### config.mk
export PLATFORM = sky130hd
export DESIGN_NAME = cpu_stack_core_flat
export DESIGN_NICKNAME = d
export VERILOG_FILES = /design/src/rtl/cpu_stack_core_if.sv /design/src/rtl/cpu_stack_core.sv /design/src/flat_wrapper.sv
export SDC_FILE = /design/constraint.sdc
export NUM_CORES = 1
export LEC_CHECK = 0
export ABC_CLOCK_PERIOD_IN_PS = 2700
export BUFFER_PORTS_ARGS = -buffer_cell sky130_fd_sc_hd__clkbuf_2
export CAP_MARGIN = 20
export CORE_MARGIN = 2
export CORE_UTILIZATION = 29
export CTS_BUF_LIST = sky130_fd_sc_hd__clkbuf_16
export DETAILED_ROUTE_END_ITERATION = 10
export HOLD_SLACK_MARGIN = 0.12
export PLACE_DENSITY_LB_ADDON = 0.12
export SYNTH_ARGS = -nofsm -noshare
export SYNTH_HDL_FRONTEND = slang
export SYNTH_SLANG_ARGS = --single-unit
### constraint.sdc
create_clock -name clk -period 2.7 [get_ports clk]
set_input_delay 0.27 -clock clk [delete_from_list [all_inputs] [get_ports clk]]
set_output_delay 0.27 -clock clk [all_outputs]
set_load 0.03 [all_outputs]
### src/rtl/cpu_stack_core_if.sv
// Flash reader and text-screen ports of the stack CPU, bundled so the core
// and its neighbours share one definition of the handshake.
interface cpu_stack_core_if #(
    parameter int ADDR_W = 11
);
    logic [ADDR_W-1:0] flashReadAddr;
    logic              enableFlash;
    logic [7:0]        flashByteRead;
    logic              flashDataReady;
    logic [7:0]        cpuChar;
    logic [5:0]        cpuCharIndex;
    logic              writeScreen;

    modport master (
        output flashReadAddr, enableFlash, cpuChar, cpuCharIndex, writeScreen,
        input  flashByteRead, flashDataReady
    );

    modport slave (
        input  flashReadAddr, enableFlash, cpuChar, cpuCharIndex, writeScreen,
        output flashByteRead, flashDataReady
    );
endinterface

### src/rtl/cpu_stack_core.sv
// Flash-fed accumulator CPU with register file, carry, jumps, bounded return stack.
//
// state        | meaning
// FETCH        | issue flash read of instruction byte at pc
// F_WAIT_START | wait for flash reader to go busy
// F_WAIT_DONE  | wait for data, capture instruction, pc+1
// DECODE       | latch register operand, pick immediate or execute
// RETRIEVE     | issue flash read of immediate byte at pc
// R_WAIT_START | wait for flash reader to go busy
// R_WAIT_DONE  | wait for data, capture immediate, pc+1
// EXECUTE      | perform the opcode
// PRINT_ACK    | screen write strobe cycle
// WAIT         | down-count WAIT delay
// HALT         | terminal until reset
module cpu_stack_core #(
    parameter int DATA_W      = 8,
    parameter int ADDR_W      = 11,
    parameter int NUM_REGS    = 4,
    parameter int STACK_DEPTH = 4,
    parameter int WAIT_TICKS  = 27000
) (
    input  logic             clk,
    input  logic             reset,
    cpu_stack_core_if.master bus,
    input  logic             btn,
    output logic [5:0]       leds,
    output logic             halted,
    output logic             fault
);
    localparam int SP_W   = $clog2(STACK_DEPTH + 1);
    localparam int TICK_W = $clog2(WAIT_TICKS + 1);
    localparam logic [SP_W-1:0]   SP_FULL   = SP_W'(STACK_DEPTH);
    localparam logic [TICK_W-1:0] TICK_LOAD = TICK_W'(WAIT_TICKS - 1);

    localparam logic [3:0] OP_NOP  = 4'd0,  OP_LDA  = 4'd1,  OP_ADD  = 4'd2,  OP_SUB  = 4'd3;
    localparam logic [3:0] OP_STA  = 4'd4,  OP_INV  = 4'd5,  OP_LED  = 4'd6,  OP_PRNT = 4'd7;
    localparam logic [3:0] OP_JMP  = 4'd8,  OP_JMPZ = 4'd9,  OP_JMPC = 4'd10, OP_CALL = 4'd11;
    localparam logic [3:0] OP_RET  = 4'd12, OP_WAIT = 4'd13, OP_BTN  = 4'd14, OP_HLT  = 4'd15;

    typedef enum logic [3:0] {
        FETCH, F_WAIT_START, F_WAIT_DONE, DECODE,
        RETRIEVE, R_WAIT_START, R_WAIT_DONE, EXECUTE,
        PRINT_ACK, WAIT, HALT
    } state_t;

    state_t state, state_n;

    logic [ADDR_W-1:0] pc, pc_n;
    logic [DATA_W-1:0] regs   [NUM_REGS];
    logic [DATA_W-1:0] regs_n [NUM_REGS];
    logic              carry, carry_n;
    logic [SP_W-1:0]   sp, sp_n;
    logic [ADDR_W-1:0] stack   [STACK_DEPTH];
    logic [ADDR_W-1:0] stack_n [STACK_DEPTH];
    logic [7:0]        instr, instr_n;
    logic [DATA_W-1:0] op, op_n;
    logic [ADDR_W-1:0] flash_addr, flash_addr_n;
    logic              en_flash, en_flash_n;
    logic [5:0]        leds_n;
    logic [7:0]        char_q, char_n;
    logic [5:0]        char_idx, char_idx_n;
    logic              wr_scr, wr_scr_n;
    logic              fault_n;
    logic [TICK_W-1:0] tick, tick_n;
    logic [DATA_W-1:0] units, units_n;

    logic [3:0]        opcode;
    logic [2:0]        sel;
    logic [DATA_W-1:0] rd_val;
    logic [ADDR_W-1:0] op_addr;
    logic [ADDR_W-1:0] stack_top;

    assign opcode  = instr[6:3];
    assign sel     = instr[2:0];
    assign op_addr = ADDR_W'(op);

    assign bus.flashReadAddr = flash_addr;
    assign bus.enableFlash   = en_flash;
    assign bus.cpuChar       = char_q;
    assign bus.cpuCharIndex  = char_idx;
    assign bus.writeScreen   = wr_scr;
    assign halted            = (state == HALT);

    // Selects beyond the implemented register file read as zero.
    always_comb begin
        rd_val = '0;
        for (int i = 0; i < NUM_REGS; i++)
            if (sel == 3'(i)) rd_val = regs[i];
    end

    always_comb begin
        stack_top = '0;
        for (int i = 0; i < STACK_DEPTH; i++)
            if (sp == SP_W'(i + 1)) stack_top = stack[i];
    end

    always_comb begin
        state_n      = state;
        pc_n         = pc;
        regs_n       = regs;
        carry_n      = carry;
        sp_n         = sp;
        stack_n      = stack;
        instr_n      = instr;
        op_n         = op;
        flash_addr_n = flash_addr;
        en_flash_n   = en_flash;
        leds_n       = leds;
        char_n       = char_q;
        char_idx_n   = char_idx;
        wr_scr_n     = 1'b0;
        fault_n      = fault;
        tick_n       = tick;
        units_n      = units;

        case (state)
            FETCH: begin
                if (!en_flash) begin
                    flash_addr_n = pc;
                    en_flash_n   = 1'b1;
                    state_n      = F_WAIT_START;
                end
            end
            F_WAIT_START: if (!bus.flashDataReady) state_n = F_WAIT_DONE;
            F_WAIT_DONE: begin
                if (bus.flashDataReady) begin
                    instr_n    = bus.flashByteRead;
                    en_flash_n = 1'b0;
                    pc_n       = pc + ADDR_W'(1);
                    state_n    = DECODE;
                end
            end
            DECODE: begin
                op_n    = rd_val;
                state_n = instr[7] ? RETRIEVE : EXECUTE;
            end
            RETRIEVE: begin
                if (!en_flash) begin
                    flash_addr_n = pc;
                    en_flash_n   = 1'b1;
                    state_n      = R_WAIT_START;
                end
            end
            R_WAIT_START: if (!bus.flashDataReady) state_n = R_WAIT_DONE;
            R_WAIT_DONE: begin
                if (bus.flashDataReady) begin
                    op_n       = DATA_W'(bus.flashByteRead);
                    en_flash_n = 1'b0;
                    pc_n       = pc + ADDR_W'(1);
                    state_n    = EXECUTE;
                end
            end
            EXECUTE: begin
                state_n = FETCH;
                case (opcode)
                    OP_NOP: ;
                    OP_LDA: regs_n[0] = op;
                    OP_ADD: {carry_n, regs_n[0]} = {1'b0, regs[0]} + {1'b0, op};
                    OP_SUB: {carry_n, regs_n[0]} = {1'b0, regs[0]} - {1'b0, op};
                    OP_STA: begin
                        for (int i = 1; i < NUM_REGS; i++)
                            if (sel == 3'(i)) regs_n[i] = regs[0];
                    end
                    OP_INV: begin
                        for (int i = 0; i < NUM_REGS; i++)
                            if (sel == 3'(i)) regs_n[i] = ~regs[i];
                    end
                    OP_LED: leds_n = ~regs[0][5:0];
                    OP_PRNT: begin
                        char_idx_n = regs[0][5:0];
                        char_n     = op[7:0];
                        wr_scr_n   = 1'b1;
                        state_n    = PRINT_ACK;
                    end
                    OP_JMP:  pc_n = op_addr;
                    OP_JMPZ: if (regs[0] == '0) pc_n = op_addr;
                    OP_JMPC: if (carry) pc_n = op_addr;
                    OP_CALL: begin
                        if (sp == SP_FULL) begin
                            fault_n = 1'b1;
                            state_n = HALT;
                        end else begin
                            for (int i = 0; i < STACK_DEPTH; i++)
                                if (sp == SP_W'(i)) stack_n[i] = pc;
                            sp_n = sp + SP_W'(1);
                            pc_n = op_addr;
                        end
                    end
                    OP_RET: begin
                        if (sp == '0) begin
                            fault_n = 1'b1;
                            state_n = HALT;
                        end else begin
                            pc_n = stack_top;
                            sp_n = sp - SP_W'(1);
                        end
                    end
                    // units counts the remaining whole WAIT_TICKS periods after this one
                    OP_WAIT: begin
                        units_n = op;
                        tick_n  = TICK_LOAD;
                        state_n = WAIT;
                    end
                    OP_BTN: regs_n[0] = btn ? '0 : DATA_W'(1);
                    OP_HLT: state_n = HALT;
                    default: ;
                endcase
            end
            PRINT_ACK: state_n = FETCH;
            WAIT: begin
                if (tick == '0) begin
                    if (units == '0) begin
                        state_n = FETCH;
                    end else begin
                        units_n = units - DATA_W'(1);
                        tick_n  = TICK_LOAD;
                    end
                end else begin
                    tick_n = tick - TICK_W'(1);
                end
            end
            HALT: ;
            default: state_n = FETCH;
        endcase
    end

    always_ff @(posedge clk) begin
        if (reset) begin
            state      <= FETCH;
            pc         <= '0;
            for (int i = 0; i < NUM_REGS; i++) regs[i] <= '0;
            carry      <= 1'b0;
            sp         <= '0;
            for (int i = 0; i < STACK_DEPTH; i++) stack[i] <= '0;
            instr      <= '0;
            op         <= '0;
            flash_addr <= '0;
            en_flash   <= 1'b0;
            leds       <= 6'b111111;
            char_q     <= '0;
            char_idx   <= '0;
            wr_scr     <= 1'b0;
            fault      <= 1'b0;
            tick       <= '0;
            units      <= '0;
        end else begin
            state      <= state_n;
            pc         <= pc_n;
            regs       <= regs_n;
            carry      <= carry_n;
            sp         <= sp_n;
            stack      <= stack_n;
            instr      <= instr_n;
            op         <= op_n;
            flash_addr <= flash_addr_n;
            en_flash   <= en_flash_n;
            leds       <= leds_n;
            char_q     <= char_n;
            char_idx   <= char_idx_n;
            wr_scr     <= wr_scr_n;
            fault      <= fault_n;
            tick       <= tick_n;
            units      <= units_n;
        end
    end
endmodule

### src/flat_wrapper.sv
// flat-port wrapper written by rule: the top's interface ports become plain ports
module cpu_stack_core_flat 
#(
    parameter int DATA_W      = 8,
    parameter int ADDR_W      = 11,
    parameter int NUM_REGS    = 4,
    parameter int STACK_DEPTH = 4,
    parameter int WAIT_TICKS  = 27000
)
  (clk, reset, btn, leds, halted, fault, bus_flashReadAddr, bus_enableFlash, bus_cpuChar, bus_cpuCharIndex, bus_writeScreen, bus_flashByteRead, bus_flashDataReady);
  cpu_stack_core_if #(.ADDR_W(ADDR_W)) bus_i ();
  input  logic clk;
  input  logic reset;
  input  logic btn;
  output logic [5:0] leds;
  output logic halted;
  output logic fault;
  output wire logic [$bits(bus_i.flashReadAddr)-1:0] bus_flashReadAddr;
  output wire logic [$bits(bus_i.enableFlash)-1:0] bus_enableFlash;
  output wire logic [$bits(bus_i.cpuChar)-1:0] bus_cpuChar;
  output wire logic [$bits(bus_i.cpuCharIndex)-1:0] bus_cpuCharIndex;
  output wire logic [$bits(bus_i.writeScreen)-1:0] bus_writeScreen;
  input wire logic [$bits(bus_i.flashByteRead)-1:0] bus_flashByteRead;
  input wire logic [$bits(bus_i.flashDataReady)-1:0] bus_flashDataReady;
  assign bus_flashReadAddr = bus_i.flashReadAddr;
  assign bus_enableFlash = bus_i.enableFlash;
  assign bus_cpuChar = bus_i.cpuChar;
  assign bus_cpuCharIndex = bus_i.cpuCharIndex;
  assign bus_writeScreen = bus_i.writeScreen;
  assign bus_i.flashByteRead = bus_flashByteRead;
  assign bus_i.flashDataReady = bus_flashDataReady;
  cpu_stack_core #(.DATA_W(DATA_W), .ADDR_W(ADDR_W), .NUM_REGS(NUM_REGS), .STACK_DEPTH(STACK_DEPTH), .WAIT_TICKS(WAIT_TICKS)) u_core (.clk(clk), .reset(reset), .bus(bus_i), .btn(btn), .leds(leds), .halted(halted), .fault(fault));
endmodule
==> impl_metrics.yaml, run 1 <==
clocking:
  clk_latency_ns: 0.45
  cts-resized-gates: 0
  cts_root_buf: "clkbuf_16"
  cts-buffers-inserted: 17
  clock-sinks: 168
  h-tree-depth: 4
  cts_buffer_depth: 2
  clk_pin_slew_ns: 0.07
  post-cts-setup-buffers: 0
  tritoncts: "built"
place:
  io_buffers: 46
  placed_cells: 1589
  gp_congestion: 0.899
  dp_hpwl_um: 22000
layout:
  final_cells: 1627
  diodes: 0
  syn_to_final_growth_pct: 16.6
  fin_nets: 1255
  fill_cells: 3367
  finish.utilization_pct: 34.1
  drive_gt1_share_pct: 15.1
timing:
  maxSlewHeadroom_pct: 42.4
  min_period_over_period_pct: 94.3
  fmax_mhz: 393
  drv_slew: 0
  fin_tns_setup_ns: 0
  layout_min_cycle_time_ns: 2.55
  finalSetupViolCount: 0
  rsz0062_at_grt: "false"
  worstMarginPinSlew_ns: 0.861
  hold_viol: 0
  clock_skew_ns: 0.0199
floorplanning:
  core_region_area_um2: 31400
  ioPinCount: 47
  die_h_um: 182
  dieArea_um2: 33100
  initial_core_util_pct: 29.3
  fp-row-count: 65
  die_w_um: 182
setup_path:
  critPathArrivalTime_ns: 2.92
  cp_max_fo: 9
  startpoint_type: "register"
  required_ns: 3.07
  critPathKind: "register to register"
  endpoint_kind: "register"
logic_synthesis:
  synthArstFlopShare_pct: 0
  yosysSeqAreaShare_pct: 36.6
  netlist.area_leader.share_pct: 36.6
  synth.avg_cell_area_um2: 7.88
  synth_area_leaders: "dfxtp_1 (37%), a21oi_1 (9.4%), nand2_1 (8.8%)"
  synth_ff_type: "dfxtp_1"
  mappedNetlistArea_um2: 9190
  syn-instance-count: 1165
  yosysUniqueCellTypes: 83
  synth-seq-cells: 168
  yosys.area.top_type: "dfxtp_1"
  yosysWarnings: 0
  synth-edff-count: 0
  syn-num-nets: 1207
global_route:
  grt_max_degree: 60
  grt_overflow: 0
  use_met3_pct: 3.25
  grt_pass1_wl_um: 48200
  grt.busiest_layer: "met2"
  grt_pass1_vias: 8412
  antenna_found_initial: 0
  grt.total_usage_pct: 18.7
  gr-usage-met2_pct: 30.4
  use_met1_pct: 24.6
detailed_routing:
  wirelength_um: 30400
  antenna_left: 0
  viasPerCell: 5.34
  num_vias: 8686
  wl_per_cell_um: 18.7
  drc: 0
  drt_iter0_drc: 714
  dr.pass1.iters: 6
run_status:
  status: "complete, no violations"
pwr:
  leakagePower_uw: 0.00370
  total_power_uw: 5730
  p_per_area_nw_per_um2: 535
  ir_drop_uv: 459
run:
  maxCapViolCount: 0
min_path:
  hp-class: "input port to register"
-- flip-flops by register name, summed over array words and instances (netlist names) --
| signal | count |
|---|---|
| u_core.stack | 44 |
| u_core.regs | 32 |
| u_core.tick | 15 |
| u_core.bus.flashReadAddr | 11 |
| u_core.pc | 11 |
| u_core.bus.cpuChar | 8 |
| u_core.instr | 8 |
| u_core.op | 8 |
| u_core.units | 8 |
| u_core.bus.cpuCharIndex | 6 |
| u_core.leds | 6 |
| u_core.state | 4 |
| u_core.sp | 3 |
| u_core.bus.enableFlash | 1 |
| u_core.bus.writeScreen | 1 |
| u_core.carry | 1 |
| u_core.fault | 1 |
-- timing repair --
action                                  4_1_cts  5_1_grt
endpoints found under the setup margin        0        0
hold buffers                                  6        0
endpoints found under the hold margin         6        0
-- synthesized netlist by cell type (all sizes together) (9+ instances only) --
cell type,instances
a311oi,12
nor2,92
and2,9
a31oi,10
nor4,14
xnor2,10
nand2,217
ha,28
a22oi,9
buf,28
a222oi,10
dfxtp,168
nor3,27
inv,28
a211oi,20
a21oi,174
clkbuf,67
nand2b,16
or3,10
o32ai,11
o21ai,54
nand3,25
-- power breakdown --
part / internal (µW) / leakage [µW] / switching (µW)
sequential: 2520 / 0.00135 / 109
clock: 1330 / 0.000274 / 1050
combinational: 252 / 0.00207 / 463
-- critical path, cell delays in order (launching register included) --
cell	delay, ns
dfxtp_1	0.46
inv_1	0.17
ha_1	0.45
o311ai_2	0.52
a211oi_1	0.15
o311ai_0	0.37
a21oi_1	0.12
a211oi_1	0.23
-- per-stage QoR --
step / hold WS (ns) / setup slack, ns / area (µm²)
finish: 0.165 / 0.154 / 10700
global route: 0.141 / 0.00719 / 10700
CTS: 0.129 / 0.157 / 10700
detailed placement: 0.444 / 0.170 / 10100
global placement: 0.437 / 0.231 / 10100
floorplan: 0.406 / 0.426 / 9190
-- layout by cell type, fill, tap and decap left out, types with 5 or more instances in the layout --
master	Yosys	final
nand2_1	216	216
a21oi_1	173	173
dfxtp_1	168	168
nor2_1	91	91
buf_4	2	70
o21ai_0	48	48
clkbuf_2	0	45
inv_1	28	32
ha_1	28	28
nand3_1	25	25
nor3_1	23	23
clkbuf_16	0	17
a211oi_1	16	16
nand2b_1	15	15
a311oi_1	12	12
o32ai_1	11	11
a31oi_1	10	10
xnor2_1	10	10
a222oi_1	10	10
or3_1	9	9
a22oi_1	9	9
and2_1	8	8
a221oi_1	8	8
a211o_1	8	8
mux2i_1	8	8
mux4_2	8	8
nor2b_1	7	7
o22ai_1	7	7
o21ai_1	6	6
or4_1	6	6
nor4_1	7	6
dlygate4sd3_1	0	6
a21o_1	5	5
nand4bb_1	5	5
a2111oi_0	5	5
nor4_4	5	5
-- final cells by class --
class,instances,area [µm²],area share (%)
Multi-Input combinational cell,874,5320,49.7
Sequential cell,168,3360,31.4
Timing Repair Buffer,124,871,8.13
Tap cell,402,503,4.70
Clock buffer,17,425,3.97
Clock inverter,14,120,1.12
Inverter,28,105,0.982
-- per-layer routing --
layer | part of all wire [%] | vias to the layer above | routed length [µm]
met5 | 0 | - | 0
met2 | 47 | 203 | 14200
met3 | 3.9 | 49 | 1190
met4 | 3.2 | 0 | 974
li1 | - | 4282 | -
met1 | 46 | 4152 | 14000
-- final timing paths --
kind,start,slack (ns),to,cells after the start
setup / recovery,u_core.op[3],0.15,u_core.carry,7
setup reg to reg,u_core.op[3],0.15,u_core.carry,7
hold / removal,bus_flashByteRead[4],0.16,u_core.instr[4],3
hold reg to reg,u_core.stack[38],0.45,u_core.stack[38],2
-- cell families (layout without fill, tap and decap cells) --
logic type      count (synthesis)  in the layout  share of synthesized area, %
compound gates                357            357                          24.4
simple gates                  459            459                          25.2
buf+inv                       123            183                          5.56
flops                         168            168                          36.6
mux                            16             16                          2.83
xor+xnor                       12             12                          1.14
fa+ha+maj                      30             30                          4.25
Power figures use the tool's default switching activity.
==> run 2, diff against run 1 <==
Settings changed: ABC_AREA set to 1.
==> impl_metrics.yaml, run 2 <==
setup_path:
  startpoint_type: "register"
  r2r_setup_slack_ns: 0.35
  cp_max_fo: 12
  critPathArrivalTime_ns: 2.68
  r2r_cells: 8
  endpoint_kind: "register"
  critPathKind: "register to register"
  r2r-end: "u_core.stack[20]"
  required_ns: 3.03
  r2r_start: "u_core.sp[0]"
floorplanning:
  core_region_area_um2: 31500
  fp-row-count: 65
  initial_core_util_pct: 29.4
  die_h_um: 183
  die_w_um: 183
  dieArea_um2: 33400
  ioPinCount: 47
place:
  gp_congestion: 0.836
  io_buffers: 46
  dp_hpwl_um: 21100
layout:
  fin_nets: 1475
  drive_gt1_share_pct: 10.7
  diodes: 0
  largest_reg_flops: 44
  layout_commonest_cell: "nand2_1"
  top_regs: "u_core.stack (44), u_core.regs (32), u_core.tick (15)"
  finish.utilization_pct: 33.4
  final_cell_mix: "nand2_1 (270), o21ai_0 (187), a21oi_1 (185)"
  largest_register: "u_core.stack"
  syn_to_final_growth_pct: 13.3
global_route:
  grt.total_usage_pct: 18.3
  grt_overflow: 0
  antenna_found_initial: 0
  grt_max_degree: 49
  grt_pass1_vias: 8359
  grt_pass1_wl_um: 47600
min_path:
  min_from: "bus_flashByteRead[1]"
  hp-class: "input port to register"
  worstHoldEndpoint: "u_core.instr[1]"
  hold_path_depth: 3
timing:
  min_period_over_period_pct: 87.1
  fmax_mhz: 425
  finalSetupViolCount: 0
  clock_skew_ns: 0.0109
  layout_min_cycle_time_ns: 2.35
  rsz0062_at_grt: "false"
  hold_viol: 0
  worstMarginPinSlew_ns: 0.835
  fin_tns_setup_ns: 0
  maxSlewHeadroom_pct: 44.1
  drv_slew: 0
clocking:
  clock-sinks: 168
  post-cts-setup-buffers: 0
  cts-buffers-inserted: 17
  clk_pin_slew_ns: 0.07
  cts_buffer_depth: 2
  cts_root_buf: "clkbuf_16"
  clk_latency_ns: 0.44
  h-tree-depth: 4
  hold_buffers: 0
  cts-resized-gates: 0
  tritoncts: "built"
logic_synthesis:
  netlist.area_leader.share_pct: 36.3
  syn-num-nets: 1445
  synth_common_cells: "nand2_1 (270), o21ai_0 (187), a21oi_1 (185), inv_1 (173), dfxtp_1 (168)"
  synth-seq-cells: 168
  synth_area_leaders: "dfxtp_1 (36%), nand2_1 (11%), o21ai_0 (10%)"
  mappedNetlistArea_um2: 9270
  yosysSeqAreaShare_pct: 36.3
  yosysWarnings: 0
  synthArstFlopShare_pct: 0
  yosys.area.top_type: "dfxtp_1"
  synth_ff_type: "dfxtp_1"
  yosysUniqueCellTypes: 42
  synth.avg_cell_area_um2: 6.61
  synth-edff-count: 0
  post-synth-top-count-cell: "nand2_1"
  syn-instance-count: 1403
detailed_routing:
  antenna_left: 0
  dr.pass1.iters: 5
  viasPerCell: 4.84
  drc: 0
  drt_iter0_drc: 572
  wirelength_um: 29400
  wl_per_cell_um: 15.9
  num_vias: 8937
run:
  maxCapViolCount: 0
pwr:
  leakagePower_uw: 0.00441
  p_per_area_nw_per_um2: 648
  ir_drop_uv: 485
run_status:
  status: "complete, no violations"
==> run 2: cell types whose count changed in the layout (fill, tap and decap cells not counted), moves of 13 or more <==
cell,before,now
o21ai_0,48,187
nor3_1,23,9
inv_1,32,172
nand2b_1,15,0
nand3_1,25,84
buf_4,70,33
nor2_1,91,131
a211oi_1,16,3
nand4_1,3,19
nand2_1,216,270
==> run 2: cell families (layout without fill, tap and decap cells) <==
| family | count (synthesis) | after routing | synth area share, % |
|---|---|---|---|
| flops | 168 | 168 | 36.3 |
| simple gates | 544 | 544 | 25.3 |
| xor+xnor | 9 | 9 | 0.851 |
| fa+ha+maj | 30 | 30 | 4.21 |
| compound gates | 399 | 399 | 22.3 |
| buf+inv | 253 | 296 | 11.0 |
==> run 2: area by class of cell <==
type / instances / area [µm²]
fill: 3447 / 21000
multi-input combinational: 982 / 4880
sequential: 168 / 3360
inverter: 183 / 693
timing repair buffer: 81 / 518
tap: 402 / 503
clock buffer: 17 / 425
clock inverter: 15 / 119
==> run 2: how the worst max path moves through the flow <==
| stage | startpoint | endpoint | cells past startpoint |
|---|---|---|---|
| floorplan | u_core.op[0] | u_core.carry | 12 |
| global placement | u_core.sp[0] | u_core.stack[18] | 8 |
| detailed placement | u_core.sp[0] | u_core.stack[20] | 8 |
| CTS | u_core.sp[0] | u_core.stack[20] | 8 |
| global route | u_core.sp[0] | u_core.stack[20] | 8 |
| finish | u_core.sp[0] | u_core.stack[20] | 8 |
==> run 2: per-stage QoR <==
stage | power, µW | instances | cell area (µm²) | setup slack [ns] | hold WS (ns)
2_1_floorplan | 3990 | 1403 | 9270 | 0.904 | 0.420
3_3_place_gp | 4530 | 1816 | 9960 | 0.400 | 0.433
3_5_place_dp | 4520 | 1816 | 9960 | 0.342 | 0.436
4_1_cts | 6900 | 1848 | 10500 | 0.322 | 0.127
5_1_grt | 7230 | 1848 | 10500 | 0.0465 | 0.144
6_report | 6810 | 1848 | 10500 | 0.347 | 0.154
==> run 2: routing by layer <==
layer  track usage [%]  wire length, µm
met5                 0                0
met4              6.10              614
met3              3.06             1120
met2              27.9            12700
met1              26.2            15000
==> run 2: report_power, final <==
part | internal (µW) | switching, µW
clock network | 1190 | 1150
registers | 2670 | 251
logic | 464 | 1080
total | 4330 | 2480
==> run 2: worst max-delay path, cell delays in order (launching register included) <==
cell,delay (ns)
dfxtp_1,0.35
inv_1,0.11
ha_1,0.15
inv_1,0.05
nor2_1,0.63
nand2_1,0.43
buf_4,0.29
o21ai_0,0.15
a21oi_1,0.06
==> run 3, diff against run 2 <==
Settings changed: CORE_UTILIZATION 29 to 47, GPL_TIMING_DRIVEN set to 0.
==> impl_metrics.yaml, run 3 (synthesis results as in run 2) <==
timing:
  min_period_over_period_pct: 89.7
  hold_viol: 0
  rsz0062_at_grt: "false"
  fmax_mhz: 413
  worstMarginPinSlew_ns: 0.732
  maxSlewHeadroom_pct: 51.2
  holdWs_ns: 0.157
  clock_skew_ns: 0.0141
  finalSetupViolCount: 0
  drv_slew: 0
  fin_tns_setup_ns: 0
  layout_min_cycle_time_ns: 2.42
global_route:
  grt_overflow: 0
  grt_pass1_vias: 8331
  grt_max_degree: 18
  antenna_found_initial: 0
  grt.total_usage_pct: 28.0
  grt_pass1_wl_um: 44900
layout:
  final_cells: 1746
  syn_to_final_growth_pct: 12.6
  fill_cells: 1950
  top_regs: "u_core.stack (44), u_core.regs (32), u_core.tick (15)"
  final-seq-area_um2: 3360
  finish.utilization_pct: 53.8
  fin_nets: 1510
  largest_reg_flops: 44
  largest_register: "u_core.stack"
  multiInputGateArea_um2: 4880
  layout_commonest_cell: "nand2_1"
  diodes: 0
  drive_gt1_share_pct: 9.45
  final_cell_mix: "nand2_1 (270), o21ai_0 (187), a21oi_1 (185)"
setup_path:
  endpoint_kind: "register"
  required_ns: 3.01
  r2r_setup_slack_ns: 0.28
  cp_max_fo: 8
  critPathKind: "register to register"
  startpoint_type: "register"
  critPathArrivalTime_ns: 2.73
pwr:
  p_per_area_nw_per_um2: 671
  ir_drop_uv: 502
  total_power_uw: 7000
  leakagePower_uw: 0.00442
clocking:
  cts-resized-gates: 0
  cts_root_buf: "clkbuf_16"
  tritoncts: "built"
  clk_pin_slew_ns: 0.07
  clock-sinks: 168
  cts-buffers-inserted: 17
  h-tree-depth: 4
  cts_buffer_depth: 2
  clk_latency_ns: 0.44
  post-cts-setup-buffers: 0
  hold_buffers: 0
min_path:
  hp-class: "input port to register"
run_status:
  status: "complete, no violations"
floorplanning:
  initial_core_util_pct: 47.8
  ioPinCount: 47
  die_h_um: 144
  fp-row-count: 51
  die_w_um: 144
  dieArea_um2: 20900
  core_region_area_um2: 19400
detailed_routing:
  dr.pass1.iters: 5
  num_vias: 9301
  wl_per_cell_um: 16.4
  wirelength_um: 28600
  viasPerCell: 5.33
  drt_iter0_drc: 946
  antenna_left: 0
  drc: 0
run:
  maxCapViolCount: 0
place:
  dp_hpwl_um: 21000
  placed_cells: 1714
  io_buffers: 46
  gp_congestion: 0.961
## run 3: cell types whose count changed in the layout (fill, tap and decap cells not counted), moves of 2 or more
cell / delta
buf_2: +10
buf_6: +4
buf_1: +2
clkinvlp_4: -3
buf_4: -27
buf_12: -2
bufinv_16: +2
clkbuf_1: +47
## run 3: worst paths after layout
check	startpoint	to	depth (start not counted)
worst max register to register	u_core.op[4]	u_core.regs[31]	12
worst min register to register	u_core.bus.flashReadAddr[2]	u_core.bus.flashReadAddr[2]	2
worst min-delay path	bus_flashByteRead[3]	u_core.instr[3]	3
worst max-delay path	u_core.op[4]	u_core.regs[31]	12
## run 3: critical path, stage by stage, from the launching register on
cell and delay [ns]:
dfxtp_1 0.62, inv_1 0.16, ha_1 0.30, clkbuf_1 0.28
inv_1 0.14, nand2_1 0.08, nand2_1 0.07, a21oi_1 0.21
nand3_1 0.10, nand3_1 0.10, nand3_1 0.10, nand2_1 0.09
a21oi_2 0.05
## run 3: layout make-up
| class | instances | area share, % |
|---|---|---|
| clock buffers | 17 | 4.08 |
| flip-flops and latches | 168 | 32.2 |
| clock inverters | 15 | 1.73 |
| inverters | 183 | 6.64 |
| well taps | 265 | 3.18 |
| multi-input cells | 982 | 46.8 |
| plain buffers | 70 | 3.15 |
| repair buffers | 46 | 2.21 |
## run 3: power breakdown
| part | switching [µW] | leakage (µW) | total, µW | internal, µW |
|---|---|---|---|---|
| registers | 270 | 0.00136 | 2940 | 2670 |
| logic | 1060 | 0.00277 | 1520 | 458 |
| clock network | 1140 | 0.000292 | 2540 | 1400 |
| total | 2470 | 0.00442 | 7000 | 4530 |
## run 3: per-layer routing
layer	GRT usage (%)	share of wire, %	vias up
met2	43.3	44	320
li1	-	-	4713
met1	39.9	48	4227
met4	7.87	1.9	0
met5	0	0	-
met3	5.00	6.1	41
## run 3: per-stage QoR
stage	worst slack [ns]	cell area, µm²
finish	0.279	10400
CTS	0.317	10400
global placement	0.322	9830
detailed placement	0.333	9830
floorplan	0.904	9270
global route	0.0730	10400
